$ cat config.mk
export PLATFORM = sky130hd
export DESIGN_NAME = abus_burst_gen
export DESIGN_NICKNAME = d
export VERILOG_FILES = /design/src/rtl/abus_burst_gen_pkg.sv /design/src/rtl/abus_beat_timer.sv /design/src/rtl/abus_burst_gen.sv
export SDC_FILE = /design/constraint.sdc
export NUM_CORES = 1
export LEC_CHECK = 0
export BUFFER_PORTS_ARGS = -buffer_cell sky130_fd_sc_hd__buf_4
export CORE_MARGIN = 2
export CORE_UTILIZATION = 38
export DETAILED_ROUTE_END_ITERATION = 7
export PLACE_DENSITY = 0.61
export SKIP_LAST_GASP = 1
export SLEW_MARGIN = 20
export SYNTH_ARGS = -nofsm -noshare
export SYNTH_HDL_FRONTEND = slang
export SYNTH_HIERARCHICAL = 1
export SYNTH_SLANG_ARGS = --single-unit
$ cat constraint.sdc
create_clock -name sys_clk -period 2.9 [get_ports sys_clk]
set_clock_uncertainty 0.2 [all_clocks]
set_input_delay 0.145 -clock sys_clk [delete_from_list [all_inputs] [get_ports sys_clk]]
set_output_delay 0.145 -clock sys_clk [all_outputs]
set_load 0.005 [all_outputs]
$ cat src/rtl/abus_burst_gen_pkg.sv
// Shared ABUS definitions.
//   - Default address width and beat stride, common to the burst initiator
//     and the responder-side match decoders.
//   - Burst initiator state encoding (2 bits).
package abus_burst_gen_pkg;

  localparam int ABUS_AW   = 24;
  localparam int ABUS_STEP = 8;

  typedef enum logic [1:0] {
    IDLE  = 2'd0,
    DRIVE = 2'd1,
    DONE  = 2'd2,
    ERR   = 2'd3
  } burst_state_t;

endpackage

$ cat src/rtl/abus_beat_timer.sv
// Per-beat wait-state timer for ABUS initiators.
// Counts cycles in which a beat is outstanding without acknowledge.
//   sys_clk : clock, rising edge
//   resetl  : asynchronous active-low reset
//   clr     : synchronous clear (wins over en)
//   en      : count one more unacknowledged cycle
//   tc      : high on the cycle whose increment reaches 2^TW-1, so the
//             owner can abort on that same edge
module abus_beat_timer #(
  parameter int TW = 4
) (
  input  logic sys_clk,
  input  logic resetl,
  input  logic clr,
  input  logic en,
  output logic tc
);

  localparam logic [TW-1:0] LAST = TW'((2 ** TW) - 2);

  logic [TW-1:0] cnt;

  always_ff @(posedge sys_clk or negedge resetl) begin
    if (!resetl) begin
      cnt <= '0;
    end else if (clr) begin
      cnt <= '0;
    end else if (en) begin
      cnt <= cnt + TW'(1);
    end
  end

  assign tc = (cnt == LAST);

endmodule

$ cat src/rtl/abus_burst_gen.sv
// ABUS burst address initiator.
// Latches a start address and beat count, presents one phrase address per
// beat with a strobe, steps the address on each acknowledged beat, and
// reports completion (done) or a per-beat timeout abort (err).
//   sys_clk     : clock, rising edge
//   resetl      : asynchronous active-low reset
//   req         : start request, only looked at in IDLE
//   start_addr  : first beat address (low log2(STEP) bits ignored)
//   burst_len   : number of beats, 0 = no-op
//   rd          : direction captured with the request (1 = read)
//   busy        : burst in progress (DRIVE)
//   done        : one-cycle pulse after the last beat is acknowledged
//   err         : one-cycle pulse after a timeout abort
//   abus_addr   : current beat address, holds after the burst
//   abus_strobe : beat request / address valid
//   abus_read   : captured direction
//   abus_ack    : responder acknowledge, only looked at in DRIVE
module abus_burst_gen
  import abus_burst_gen_pkg::*;
#(
  parameter int AW   = ABUS_AW,
  parameter int LW   = 3,
  parameter int STEP = ABUS_STEP,
  parameter int TW   = 4
) (
  input  logic          sys_clk,
  input  logic          resetl,
  input  logic          req,
  input  logic [AW-1:0] start_addr,
  input  logic [LW-1:0] burst_len,
  input  logic          rd,
  output logic          busy,
  output logic          done,
  output logic          err,
  output logic [AW-1:0] abus_addr,
  output logic          abus_strobe,
  output logic          abus_read,
  input  logic          abus_ack
);

  localparam logic [AW-1:0] LOW_MASK = AW'(STEP - 1);
  localparam logic [AW-1:0] STEP_INC = AW'(STEP);

  burst_state_t  state;
  burst_state_t  state_nxt;
  logic [LW-1:0] cnt;
  logic          accept;
  logic          beat_ack;
  logic          last_beat;
  logic          tmr_clr;
  logic          tmr_en;
  logic          tmr_tc;

  function automatic logic [AW-1:0] align_addr(input logic [AW-1:0] a);
    return a & ~LOW_MASK;
  endfunction

  assign accept    = (state == IDLE) && req && (burst_len != '0);
  assign beat_ack  = (state == DRIVE) && abus_ack;
  assign last_beat = (cnt == LW'(1));

  // The timer only runs while a beat is outstanding; any ack or any
  // non-DRIVE cycle restarts it, so each beat gets the full window.
  assign tmr_clr = (state != DRIVE) || abus_ack;
  assign tmr_en  = (state == DRIVE) && !abus_ack;

  abus_beat_timer #(
    .TW(TW)
  ) u_timer (
    .sys_clk (sys_clk),
    .resetl  (resetl),
    .clr     (tmr_clr),
    .en      (tmr_en),
    .tc      (tmr_tc)
  );

  always_ff @(posedge sys_clk or negedge resetl) begin
    if (!resetl) begin
      state <= IDLE;
    end else begin
      state <= state_nxt;
    end
  end

  // An ack on the terminal-count cycle is checked first, so it is honoured.
  always_comb begin
    state_nxt = state;
    case (state)
      IDLE: begin
        if (accept) state_nxt = DRIVE;
      end
      DRIVE: begin
        if (abus_ack) begin
          if (last_beat) state_nxt = DONE;
        end else if (tmr_tc) begin
          state_nxt = ERR;
        end
      end
      DONE:    state_nxt = IDLE;
      ERR:     state_nxt = IDLE;
      default: state_nxt = IDLE;
    endcase
  end

  // The final acknowledged beat leaves the address in place so it stays
  // visible after the burst.
  always_ff @(posedge sys_clk or negedge resetl) begin
    if (!resetl) begin
      abus_addr <= '0;
      cnt       <= '0;
      abus_read <= 1'b0;
    end else if (accept) begin
      abus_addr <= align_addr(start_addr);
      cnt       <= burst_len;
      abus_read <= rd;
    end else if (beat_ack && !last_beat) begin
      abus_addr <= abus_addr + STEP_INC;
      cnt       <= cnt - LW'(1);
    end
  end

  assign busy        = (state == DRIVE);
  assign abus_strobe = (state == DRIVE);
  assign done        = (state == DONE);
  assign err         = (state == ERR);

endmodule

==> metrics.csv, run 1 <==
stage;metric;value;unit
outcome;status;complete, no violations;
synthesis;Post-Syn Instances;207;
synthesis;Synth top area share;42.3;%
clock_tree;H-tree depth;2;
detailed_routing;DR DRC count;0;
setup_path;Worst setup SP type;flop;
sta;Slew headroom;55.7;%
setup_path;CP required;2.90;ns
sta;final period utilization;79.6;%
synthesis;Post-synth EDFFs;0;
sta;RSZ-0062 raised after global routing;false;
setup_path;Setup Crit Path Kind;flop to flop;
synthesis;ys async rst share;100;%
setup_path;slowest CP cell;or4_1;
sta;min Tclk post-route;2.31;ns
die;Die Wd;73.4;um
detailed_routing;via/cell ratio;5.24;
clock_tree;CTS Buf Count;5;
power;combinational power share;43.4;%
clock_tree;Clock Latency Late Sink;0.28;ns
detailed_routing;Vias;1770;
clock_tree;CTS Buffer Depth;2;
power;Power Density;820;nW/um2
sta;Final Hold Viols;0;
setup_path;Critical Path Sink Type;flop;
power;Psw;816;uW
finish;Area growth syn-to-layout;42.0;%
power;Power Total;2130;uW
power;Max IR drop VDD;0.000436;V
global_route;antenna violations before repair;0;
detailed_routing;remaining antenna violation count;0;
sta;Slew Limit Fails;0;
clock_tree;CTS clk-pin slew, worst paths;0.06;ns
die;std cell rows;25;
setup_path;Crit path max-delay family;simple AND/OR/NAND/NOR gates;
clock_tree;CTS tree;built;
die;core footprint;4690;um2
sta;Max Fclk;433;MHz
die;I/O Pins;61;
clock_tree;clk root buf;clkbuf_8;
global_route;gr usage total;18.0;%
synthesis;ranking of synthesized cells by area;dfrtp_1 (42%), nand2_1 (4.5%), a31oi_1 (4.4%);
detailed_routing;Iter 0 DRT Violations;110;
setup_path;CP max stage delay;0.54;ns
placement;DP HPWL;3130;um
synthesis;Seq/Total Area, Yosys;42.3;%
power;clock power share;17.5;%
die;die area;5390;um2
placement;dpl ws;0.589;ns
hold_path;worst min-delay path category;input pin to flop;
sta;slew at the pin closest to its max-slew limit;0.663;ns
detailed_routing;drt first pass iters;4;
finish;# nets final;320;
synthesis;Main synth FF type;dfrtp_1;
clock_tree;Sink Count;31;
finish;ANT cells;0;
finish;leading cell type in the layout, fill and taps excluded;buf_4;
power;P_int;1320;uW
setup_path;Arrival @ worst endpoint;2.31;ns
power;Static Leak;0.00114;uW
synthesis;Cell Area, Synth;1830;um2
power;Flop pwr share;39.1;%
finish;FILL cells;442;
detailed_routing;final WL;4470;um
global_route;first-pass GRT wire length;7530;um
global_route;total grt overflow;0;
synthesis;Distinct cells, synth;40;
finish;share of cells above drive strength 1;23.2;%
placement;# port buffers;54;
global_route;vias in the first global route;1592;
sta;setup TNS;0;ns
setup_path;Worst Path Max Fanout;10;
setup_path;crit-path cells;ha_1 > and2b_1 > or3_1 > or4_1 > a31oi_1;
job;Max Cap Violations;0;
clock_tree;Post-CTS Resized;0;
finish;most frequent cells in the layout;buf_4 (56), dfrtp_1 (31), dlygate4sd3_1 (24), nand2_1 (22), nor2_1 (16);
sta;Final setup viols;0;
die;die height;73.4;um
power;sw frac;38.2;%
synthesis;syn_area_per_cell;8.85;um2
sta;Final WS setup;0.592;ns
synthesis;Synth warnings;6;
global_route;largest net degree at the start of global routing;32;
placement;routability cong.;0.729;
die;Initial Util;39.0;%
detailed_routing;routed len/inst;13.2;um
synthesis;Synth Register Bits;31;
synthesis;area leader, netlist;dfrtp_1;
setup_path;CP Buf/Inv Count;0;
[cells in the mapped netlist (all sizes together) (2+ instances only)]
master	n
dfrtp	31
nand2	22
nor2	16
o21ai	15
a31oi	13
nand4	11
nand3	8
o31ai	8
or4	8
clkbuf	7
inv	7
a21oi	6
buf	6
ha	5
or3	5
nand2b	4
xnor2	4
xor2	4
and2	3
and3	3
and4	3
nor2b	2
[flip-flops by register name, indices dropped and copies added, names as in the netlist]
name / cells
state: 2
abus_read: 1
u_timer/cnt: 4
cnt: 3
abus_addr: 21
[kinds of logic after synthesis]
group	count (synthesis)	share of synthesized area, %
AO/OA/AOI/OAI	47	15.9
XOR/XNOR	8	3.82
other	1	0.205
multiplexers	2	1.37
AND/OR/NAND/NOR	93	27.9
flip-flops	31	42.3
buffers and inverters	20	5.06
adder cells (fa/ha/maj)	5	3.42
[cell type report]
type                       count  area (um2)  share of cell area, %
timing repair buffer          80         661                   25.4
tap                           54        67.6                   2.60
clock buffer                   8         100                   3.85
sequential                    31         776                   29.8
multi-input combinational    158         971                   37.3
inverter                       7        26.3                   1.01
[routing by layer]
layer  global-route usage [%]  up-vias  wire length (um)
met2                     28.1       51              2050
met5                        0        -                 0
met3                     4.39        7               271
met4                     5.45        0                53
met1                     24.6      805              2100
li1                         -      907                 -
[what timing repair did]
action / CTS / global route
setup buffers: 0 / 0
endpoints found under the hold margin: 54 / 0
hold buffers: 24 / 0
[stage by stage]
stage | instance area [um2] | utilization, % | std cells | hold WS [ns]
6_report | 2600 | 55.4 | 338 | 0.0210
5_1_grt | 2600 | 55.4 | 338 | 0.0632
4_1_cts | 2600 | 55.4 | 338 | 0.0164
3_5_place_dp | 2260 | 48.2 | 306 | -0.0909
3_3_place_gp | 2260 | 48.2 | 306 | -0.0878
2_1_floorplan | 1840 | - | 209 | -0.351
[power groups by stage]
stage                     sequential [uW]  clock [uW]  combinational, uW
final                                 835         373                926
after detailed placement              844           0                908
after global placement                842           0                892
after global routing                  870         403               1050
after CTS                             837         385                939
after floorplan                       809           0                514
[worst reg2reg max path: stages, from the launching register on]
cell     delay, ns
dfrtp_1       0.39
ha_1          0.21
and2b_1       0.21
or3_1         0.52
or4_1         0.54
a31oi_1       0.17
[path summary, 6_finish.rpt]
path,start,endpoint,slack (ns),depth (start not counted)
max reg2reg,cnt[0]$_DFFE_PN0P_,abus_addr[20]$_DFFE_PN0P_,0.59,5
min,burst_len[1],cnt[1]$_DFFE_PN0P_,0.02,3
max,cnt[0]$_DFFE_PN0P_,abus_addr[20]$_DFFE_PN0P_,0.59,5
max in group asynchronous,resetl,cnt[1]$_DFFE_PN0P_,2.07,2
min in group asynchronous,resetl,abus_addr[17]$_DFFE_PN0P_,0.14,2
min reg2reg,abus_read$_DFFE_PN0P_,abus_read$_DFFE_PN0P_,0.28,2
Note: power is estimated with default switching activity, not from simulation.
==> inputs of run 2 (changes only) <==
==> constraint.sdc (replaced) <==
create_clock -name sys_clk -period 2.19 [get_ports sys_clk]
set_clock_uncertainty 0.2 [all_clocks]
set_input_delay 0.1095 -clock sys_clk [delete_from_list [all_inputs] [get_ports sys_clk]]
set_output_delay 0.1095 -clock sys_clk [all_outputs]
set_load 0.005 [all_outputs]
==> run 2 against run 1 <==
Against the previous run:
- sequential share of layout area down 1.2 points
- hold slack gained 0.0012 ns
- non-clock buffer count increased by 14
- register-to-register slack worse by 0.52 ns
- routed wire length grew 10%
- global-route usage is 1.6 points higher
- clock power rose by 21%
- combinational power rose by 48%
- critical endpoint is now abus_addr[22]$_DFFE_PN0P_
==> metrics.csv, run 2 (synthesis gave the netlist of run 1 again) <==
stage;metric;value;unit;change
global_route;antenna violations before repair;0;;unchanged
die;std cell rows;25;;unchanged
sta;slew at the pin closest to its max-slew limit;0.493;ns;was 0.663 ns
clock_tree;CTS Buf Count;5;;unchanged
clock_tree;Sink Count;31;;unchanged
die;die height;73.4;um;unchanged
detailed_routing;final WL;4930;um;was 4470 um
finish;Area growth syn-to-layout;48.0;%;was 42.0%
global_route;total grt overflow;0;;unchanged
job;Max Cap Violations;0;;unchanged
setup_path;Setup Crit Path Kind;flop to flop;;unchanged
global_route;largest net degree at the start of global routing;32;;unchanged
detailed_routing;Vias;1870;;was 1770
setup_path;Reg2Reg Capture Point;abus_addr[22]$_DFFE_PN0P_;;was abus_addr[20]$_DFFE_PN0P_
finish;most frequent cells in the layout;buf_4 (68), dfrtp_1 (31), dlygate4sd3_1 (26), nand2_1 (22), nor2_1 (16);;was buf_4 (56), dfrtp_1 (31), dlygate4sd3_1 (24), nand2_1 (22), nor2_1 (16)
sta;Final setup viols;0;;unchanged
clock_tree;clk root buf;clkbuf_8;;unchanged
power;Power Density;1090;nW/um2;was 820 nW/um2
detailed_routing;Iter 0 DRT Violations;105;;was 110
sta;Final Hold Viols;0;;unchanged
detailed_routing;drt first pass iters;4;;unchanged
placement;Area after DPL;2350;um2;was 2260 um2
die;core footprint;4690;um2;unchanged
setup_path;Reg2Reg Depth;5;;unchanged
finish;ANT cells;0;;unchanged
hold_path;worst hold path depth;3;;unchanged
die;Initial Util;39.0;%;unchanged
clock_tree;setup bufs post-CTS;0;;unchanged
power;Static Leak;0.00121;uW;was 0.00114 uW
outcome;status;complete, no violations;;unchanged
die;I/O Pins;61;;unchanged
finish;register area;776;um2;unchanged
sta;Slew headroom;66.9;%;was 55.7%
finish;area taken by multi-input logic gates;983;um2;was 971 um2
setup_path;Worst Path Max Fanout;7;;was 10
hold_path;worst min-delay path category;input pin to flop;;unchanged
finish;biggest regs;abus_addr: 21 flops, u_timer/cnt: 4 flops, cnt: 3 flops;;unchanged
setup_path;Arrival @ worst endpoint;2.12;ns;was 2.31 ns
finish;Final Instance Area;2710;um2;was 2600 um2
global_route;first-pass GRT wire length;8220;um;was 7530 um
finish;# nets final;334;;was 320
setup_path;CP required;2.19;ns;was 2.90 ns
die;Die Wd;73.4;um;unchanged
detailed_routing;DR DRC count;0;;unchanged
hold_path;Worst Hold Endpoint;cnt[2]$_DFFE_PN0P_;;was cnt[1]$_DFFE_PN0P_
global_route;gr usage total;19.6;%;was 18.0%
global_route;vias in the first global route;1821;;was 1592
detailed_routing;remaining antenna violation count;0;;unchanged
sta;min Tclk post-route;2.12;ns;was 2.31 ns
finish;FILL cells;461;;was 442
setup_path;reg-to-reg setup timing slack;0.07;ns;was 0.59 ns
sta;Max Fclk;473;MHz;was 433 MHz
setup_path;Worst setup SP type;flop;;unchanged
placement;# port buffers;54;;unchanged
die;die area;5390;um2;unchanged
setup_path;FF-to-FF Start;cnt[0]$_DFFE_PN0P_;;unchanged
clock_tree;CTS Buffer Depth;2;;unchanged
sta;Slew Limit Fails;0;;unchanged
clock_tree;CTS tree;built;;unchanged
finish;share of cells above drive strength 1;27.3;%;was 23.2%
placement;DP Cell Count;318;;was 306
power;Max IR drop VDD;0.000518;V;was 0.000436 V
finish;Largest register FFs;21;;unchanged
setup_path;Critical Path Sink Type;flop;;unchanged
sta;final period utilization;96.6;%;was 79.6%
clock_tree;H-tree depth;2;;unchanged
finish;leading cell type in the layout, fill and taps excluded;buf_4;;unchanged
placement;DP HPWL;3400;um;was 3130 um
sta;RSZ-0062 raised after global routing;false;;unchanged
finish;Layout Cells excl Fill;351;;was 338
detailed_routing;via/cell ratio;5.33;;was 5.24
clock_tree;CTS clk-pin slew, worst paths;0.06;ns;about the same
placement;routability cong.;0.743;;was 0.729
clock_tree;Clock Latency Late Sink;0.28;ns;about the same
hold_path;Worst Hold Launch;burst_len[2];;was burst_len[1]
finish;Most flops, register;abus_addr;;unchanged
detailed_routing;routed len/inst;14.0;um;was 13.2 um
-- run 2: power by group --
part | internal, uW | leakage [uW] | switching (uW)
Clock | 246 | 0.0000470 | 206
Combinational | 735 | 0.000787 | 640
Sequential | 819 | 0.000372 | 302
Total | 1800 | 0.00121 | 1150
-- run 2: per-layer routing --
layer  share of wire (%)  track usage, %
met1                  46            25.1
met2                  48            33.6
met3                 4.4            4.66
met4                 1.1            4.24
met5                   0               0
-- run 2: repair_timing --
| action | CTS | global route |
|---|---|---|
| hold buffers | 26 | 0 |
| pin swaps | 0 | 3 |
| endpoints found under the hold margin | 57 | 0 |
| gates resized for setup | 2 | 2 |
| endpoints found under the setup margin | 2 | 2 |
-- run 2: critical path, stage by stage, from the launching register on --
cell and delay [ns]:
dfrtp_1 0.39, ha_2 0.19, and2b_1 0.16, or3_4 0.42, or4_1 0.50, a31oi_1 0.17
-- run 2: worst max path at each step --
stage	to	from
6_report	abus_addr[22]$_DFFE_PN0P_	cnt[0]$_DFFE_PN0P_
5_1_grt	abus_addr[22]$_DFFE_PN0P_	cnt[1]$_DFFE_PN0P_
4_1_cts	abus_addr[22]$_DFFE_PN0P_	cnt[0]$_DFFE_PN0P_
3_5_place_dp	abus_addr[18]$_DFFE_PN0P_	cnt[0]$_DFFE_PN0P_
3_3_place_gp	abus_addr[16]$_DFFE_PN0P_	cnt[0]$_DFFE_PN0P_
2_1_floorplan	abus_addr[16]$_DFFE_PN0P_	cnt[0]$_DFFE_PN0P_
-- run 2: final cells by class --
type,count,area share (%)
Multi-Input combinational cell,158,36.3
Sequential cell,31,28.6
Timing Repair Buffer,94,28.4
Clock buffer,6,3.05
Tap cell,54,2.49
Inverter,7,0.969
Clock inverter,1,0.185
-- run 2: stage by stage --
stage	power, uW	hold slack, ns	setup WS (ns)	setup TNS [ns]	util [%]
after floorplan	1750	-0.386	0.0203	0	-
after global placement	2420	-0.120	0.0520	0	50.1
after detailed placement	2460	-0.120	-0.0305	-0.0305	50.1
after CTS	2960	0.0223	0.0601	0	57.6
after global routing	3200	0.0475	0.00780	0	57.8
final	2950	0.0222	0.0749	0	57.8
==> inputs of run 3 (changes only) <==
--- a/config.mk
+++ b/config.mk
@@ -14,5 +14,4 @@
 export SLEW_MARGIN = 20
 export SYNTH_ARGS = -nofsm -noshare
 export SYNTH_HDL_FRONTEND = slang
-export SYNTH_HIERARCHICAL = 1
 export SYNTH_SLANG_ARGS = --single-unit
==> run 3 against run 2 <==
Against the previous run:
- synthesized cell count fell by 1.9%
- register-to-register slack about the same
- utilization increased by 1.9 points
- synthesized area shrank 0.55%
- setup slack worse by 0.0018 ns
- die area decreased by 0.52%
- sequential share of layout area is 0.72 points lower
==> metrics.csv, run 3 <==
stage;metric;value;unit;change
global_route;gr usage total;19.7;%;was 19.6%
clock_tree;CTS Buf Count;5;;unchanged
synthesis;Distinct cells, synth;41;;was 40
synthesis;Main synth FF type;dfrtp_1;;unchanged
finish;leading cell type in the layout, fill and taps excluded;buf_4;;unchanged
finish;most frequent cells in the layout;buf_4 (74), dfrtp_1 (31), nand2_1 (27), dlygate4sd3_1 (27), nor2_1 (13);;was buf_4 (68), dfrtp_1 (31), dlygate4sd3_1 (26), nand2_1 (22), nor2_1 (16)
setup_path;slowest CP cell;or4b_4;;was or4_1
detailed_routing;routed len/inst;14.6;um;was 14.0 um
placement;# port buffers;54;;unchanged
detailed_routing;drt first pass iters;4;;unchanged
clock_tree;CTS Buffer Depth;2;;unchanged
global_route;antenna violations before repair;0;;unchanged
placement;dpl ws;0.0241;ns;was -0.0305 ns
sta;Final Hold Viols;0;;unchanged
synthesis;syn_area_per_cell;8.97;um2;was 8.85 um2
placement;routability cong.;0.778;;was 0.743
sta;final period utilization;96.7;%;was 96.6%
die;die area;5360;um2;was 5390 um2
synthesis;Post-Syn Instances;203;;was 207
detailed_routing;Vias;1878;;was 1870
setup_path;Crit path max-delay family;simple AND/OR/NAND/NOR gates;;unchanged
setup_path;Setup Crit Path Kind;flop to flop;;unchanged
setup_path;FF-to-FF Start;cnt[0]$_DFFE_PN0P_;;unchanged
synthesis;ranking of synthesized cells by area;dfrtp_1 (43%), nand2_1 (5.6%), or4_1 (4.9%);;was dfrtp_1 (42%), nand2_1 (4.5%), a31oi_1 (4.4%)
setup_path;CP Buf/Inv Count;0;;unchanged
finish;Largest register FFs;21;;unchanged
die;Initial Util;39.1;%;was 39.0%
clock_tree;CTS tree;built;;unchanged
detailed_routing;Iter 0 DRT Violations;138;;was 105
clock_tree;Clock Latency Late Sink;0.28;ns;about the same
finish;ANT cells;0;;unchanged
synthesis;ys async rst share;100;%;unchanged
finish;Most flops, register;abus_addr;;unchanged
sta;setup TNS;0;ns;unchanged
clock_tree;clk root buf;clkbuf_8;;unchanged
setup_path;Worst setup SP type;flop;;unchanged
synthesis;Seq/Total Area, Yosys;42.6;%;was 42.3%
outcome;status;complete, no violations;;unchanged
clock_tree;H-tree depth;2;;unchanged
detailed_routing;DR DRC count;0;;unchanged
global_route;vias in the first global route;1766;;was 1821
sta;Hold WS;0.103;ns;was 0.0222 ns
synthesis;Post-synth EDFFs;0;;unchanged
setup_path;stages on the worst setup path;5;;unchanged
clock_tree;Sink Count;31;;unchanged
placement;DP Cell Count;317;;was 318
power;Static Leak;0.00125;uW;was 0.00121 uW
die;std cell rows;25;;unchanged
global_route;total grt overflow;0;;unchanged
detailed_routing;remaining antenna violation count;0;;unchanged
die;core footprint;4660;um2;was 4690 um2
global_route;first-pass GRT wire length;8160;um;was 8220 um
die;die height;73.2;um;was 73.4 um
setup_path;reg-to-reg setup timing slack;0.07;ns;about the same
finish;Area growth syn-to-layout;52.7;%;was 48.0%
sta;Max Fclk;472;MHz;was 473 MHz
placement;DP HPWL;3480;um;was 3400 um
clock_tree;CTS clk-pin slew, worst paths;0.07;ns;was 0.06 ns
synthesis;top post-synthesis cells by count;dfrtp_1 (31), nand2_1 (27), nor2_1 (13);;was dfrtp_1 (31), nand2_1 (22), nor2_1 (16)
setup_path;CP max stage delay;0.57;ns;was 0.50 ns
sta;min Tclk post-route;2.12;ns;about the same
synthesis;Synth warnings;0;;was 6
die;I/O Pins;61;;unchanged
die;Die Wd;73.2;um;was 73.4 um
finish;# nets final;339;;was 334
finish;Layout Cells excl Fill;357;;was 351
power;Power Density;1140;nW/um2;was 1090 nW/um2
detailed_routing;via/cell ratio;5.26;;was 5.33
sta;Final setup viols;0;;unchanged
finish;share of cells above drive strength 1;29.7;%;was 27.3%
sta;Final WS setup;0.0731;ns;was 0.0749 ns
synthesis;Synth Register Bits;31;;unchanged
synthesis;Cell Area, Synth;1820;um2;was 1830 um2
setup_path;Reg2Reg Capture Point;abus_addr[13]$_DFFE_PN0P_;;was abus_addr[22]$_DFFE_PN0P_
setup_path;crit-path cells;ha_1 > nor2b_1 > or4b_4 > or4_1 > nand3_1;;was ha_2 > and2b_1 > or3_4 > or4_1 > a31oi_1
synthesis;area leader, netlist;dfrtp_1;;unchanged
global_route;largest net degree at the start of global routing;32;;unchanged
setup_path;Worst Path Max Fanout;6;;was 7
sta;RSZ-0062 raised after global routing;true;;was false
setup_path;Critical Path Sink Type;flop;;unchanged
job;Max Cap Violations;0;;unchanged
synthesis;most frequent cell after synthesis;dfrtp_1;;unchanged
setup_path;Arrival @ worst endpoint;2.14;ns;was 2.12 ns
setup_path;CP required;2.21;ns;was 2.19 ns
finish;biggest regs;abus_addr: 21 flops, u_timer.cnt: 4 flops, cnt: 3 flops;;was abus_addr: 21 flops, u_timer/cnt: 4 flops, cnt: 3 flops
sta;Slew Limit Fails;0;;unchanged
hold_path;worst min-delay path category;input pin to async pin;;was input pin to flop
power;Power Total;3170;uW;was 2950 uW
power;Max IR drop VDD;0.000629;V;was 0.000518 V
detailed_routing;final WL;5220;um;was 4930 um
synthesis;Synth top area share;42.6;%;was 42.3%
setup_path;Reg2Reg Depth;5;;unchanged
[run 3: cell count changes after synthesis, sizes merged, moves of 3 or more]
cell / delta
nand2: +6
buf: +5
clkbuf: -4
nor3: +8
or4: +4
o211ai: +4
nand3: +4
nand4: -5
a21oi: -3
nor2: -3
o21ai: -10
[run 3: worst reg2reg max path, cell delays in order, from the launching register on]
cell	delay [ns]
dfrtp_1	0.40
ha_1	0.21
nor2b_1	0.17
or4b_4	0.57
or4_1	0.42
nand3_1	0.09
[run 3: worst max path at each step]
| stage | startpoint | endpoint | slack [ns] |
|---|---|---|---|
| 2_1_floorplan | cnt[0]$_DFFE_PN0P_ | abus_addr[16]$_DFFE_PN0P_ | 0.04 |
| 3_3_place_gp | cnt[0]$_DFFE_PN0P_ | abus_addr[13]$_DFFE_PN0P_ | 0.04 |
| 3_5_place_dp | cnt[0]$_DFFE_PN0P_ | abus_addr[9]$_DFFE_PN0P_ | 0.02 |
| 4_1_cts | cnt[0]$_DFFE_PN0P_ | abus_addr[9]$_DFFE_PN0P_ | 0.007 |
| 5_1_grt | abus_addr[16]$_DFFE_PN0P_ | abus_addr[23]$_DFFE_PN0P_ | -0.01 |
| 6_report | cnt[0]$_DFFE_PN0P_ | abus_addr[13]$_DFFE_PN0P_ | 0.07 |
[run 3: area by class of cell]
class | count | area [um2]
Inverter | 7 | 26.3
Multi-Input combinational cell | 154 | 955
Clock buffer | 8 | 100
Sequential cell | 31 | 776
Fill cell | 423 | 1880
Tap cell | 54 | 67.6
Timing Repair Buffer | 103 | 857
[run 3: routing by layer]
metal / wire [um] / track usage, %
met1: 2460 / 25.0
met3: 183 / 4.83
met4: 50 / 6.17
met2: 2530 / 33.0
met5: 0 / 0
[run 3: report_power, final]
| group | leakage, uW | internal (uW) | switching, uW |
|---|---|---|---|
| Clock | 0.0000515 | 287 | 215 |
| Sequential | 0.000370 | 825 | 235 |
| Combinational | 0.000828 | 842 | 763 |
[run 3: what timing repair did]
action / 4_1_cts / 5_1_grt
setup endpoints to repair: 0 / 9
endpoints found under the hold margin: 60 / 0
gates resized for setup: 0 / 4
buffers inserted: 0 / 4
hold buffers: 27 / 0
[run 3: cells by family (layout without fill, tap and decap cells)]
family	after synthesis	after routing	share of synthesized area, %
adders and majority gates	5	5	3.43
other	1	3	0.206
AOI/OAI and AO/OA	41	41	15.5
buffers and inverters	21	118	6.59
xor gates and xnor gates	5	5	2.40
DFF	31	31	42.6
and+or+nand+nor	99	100	29.3
[run 3: through the flow]
stage	utilization [%]	instance area (um2)
after global routing	59.7	2780
after CTS	58.5	2730
after detailed placement	50.6	2360
after floorplan	-	1830
final	59.7	2780
after global placement	50.6	2360
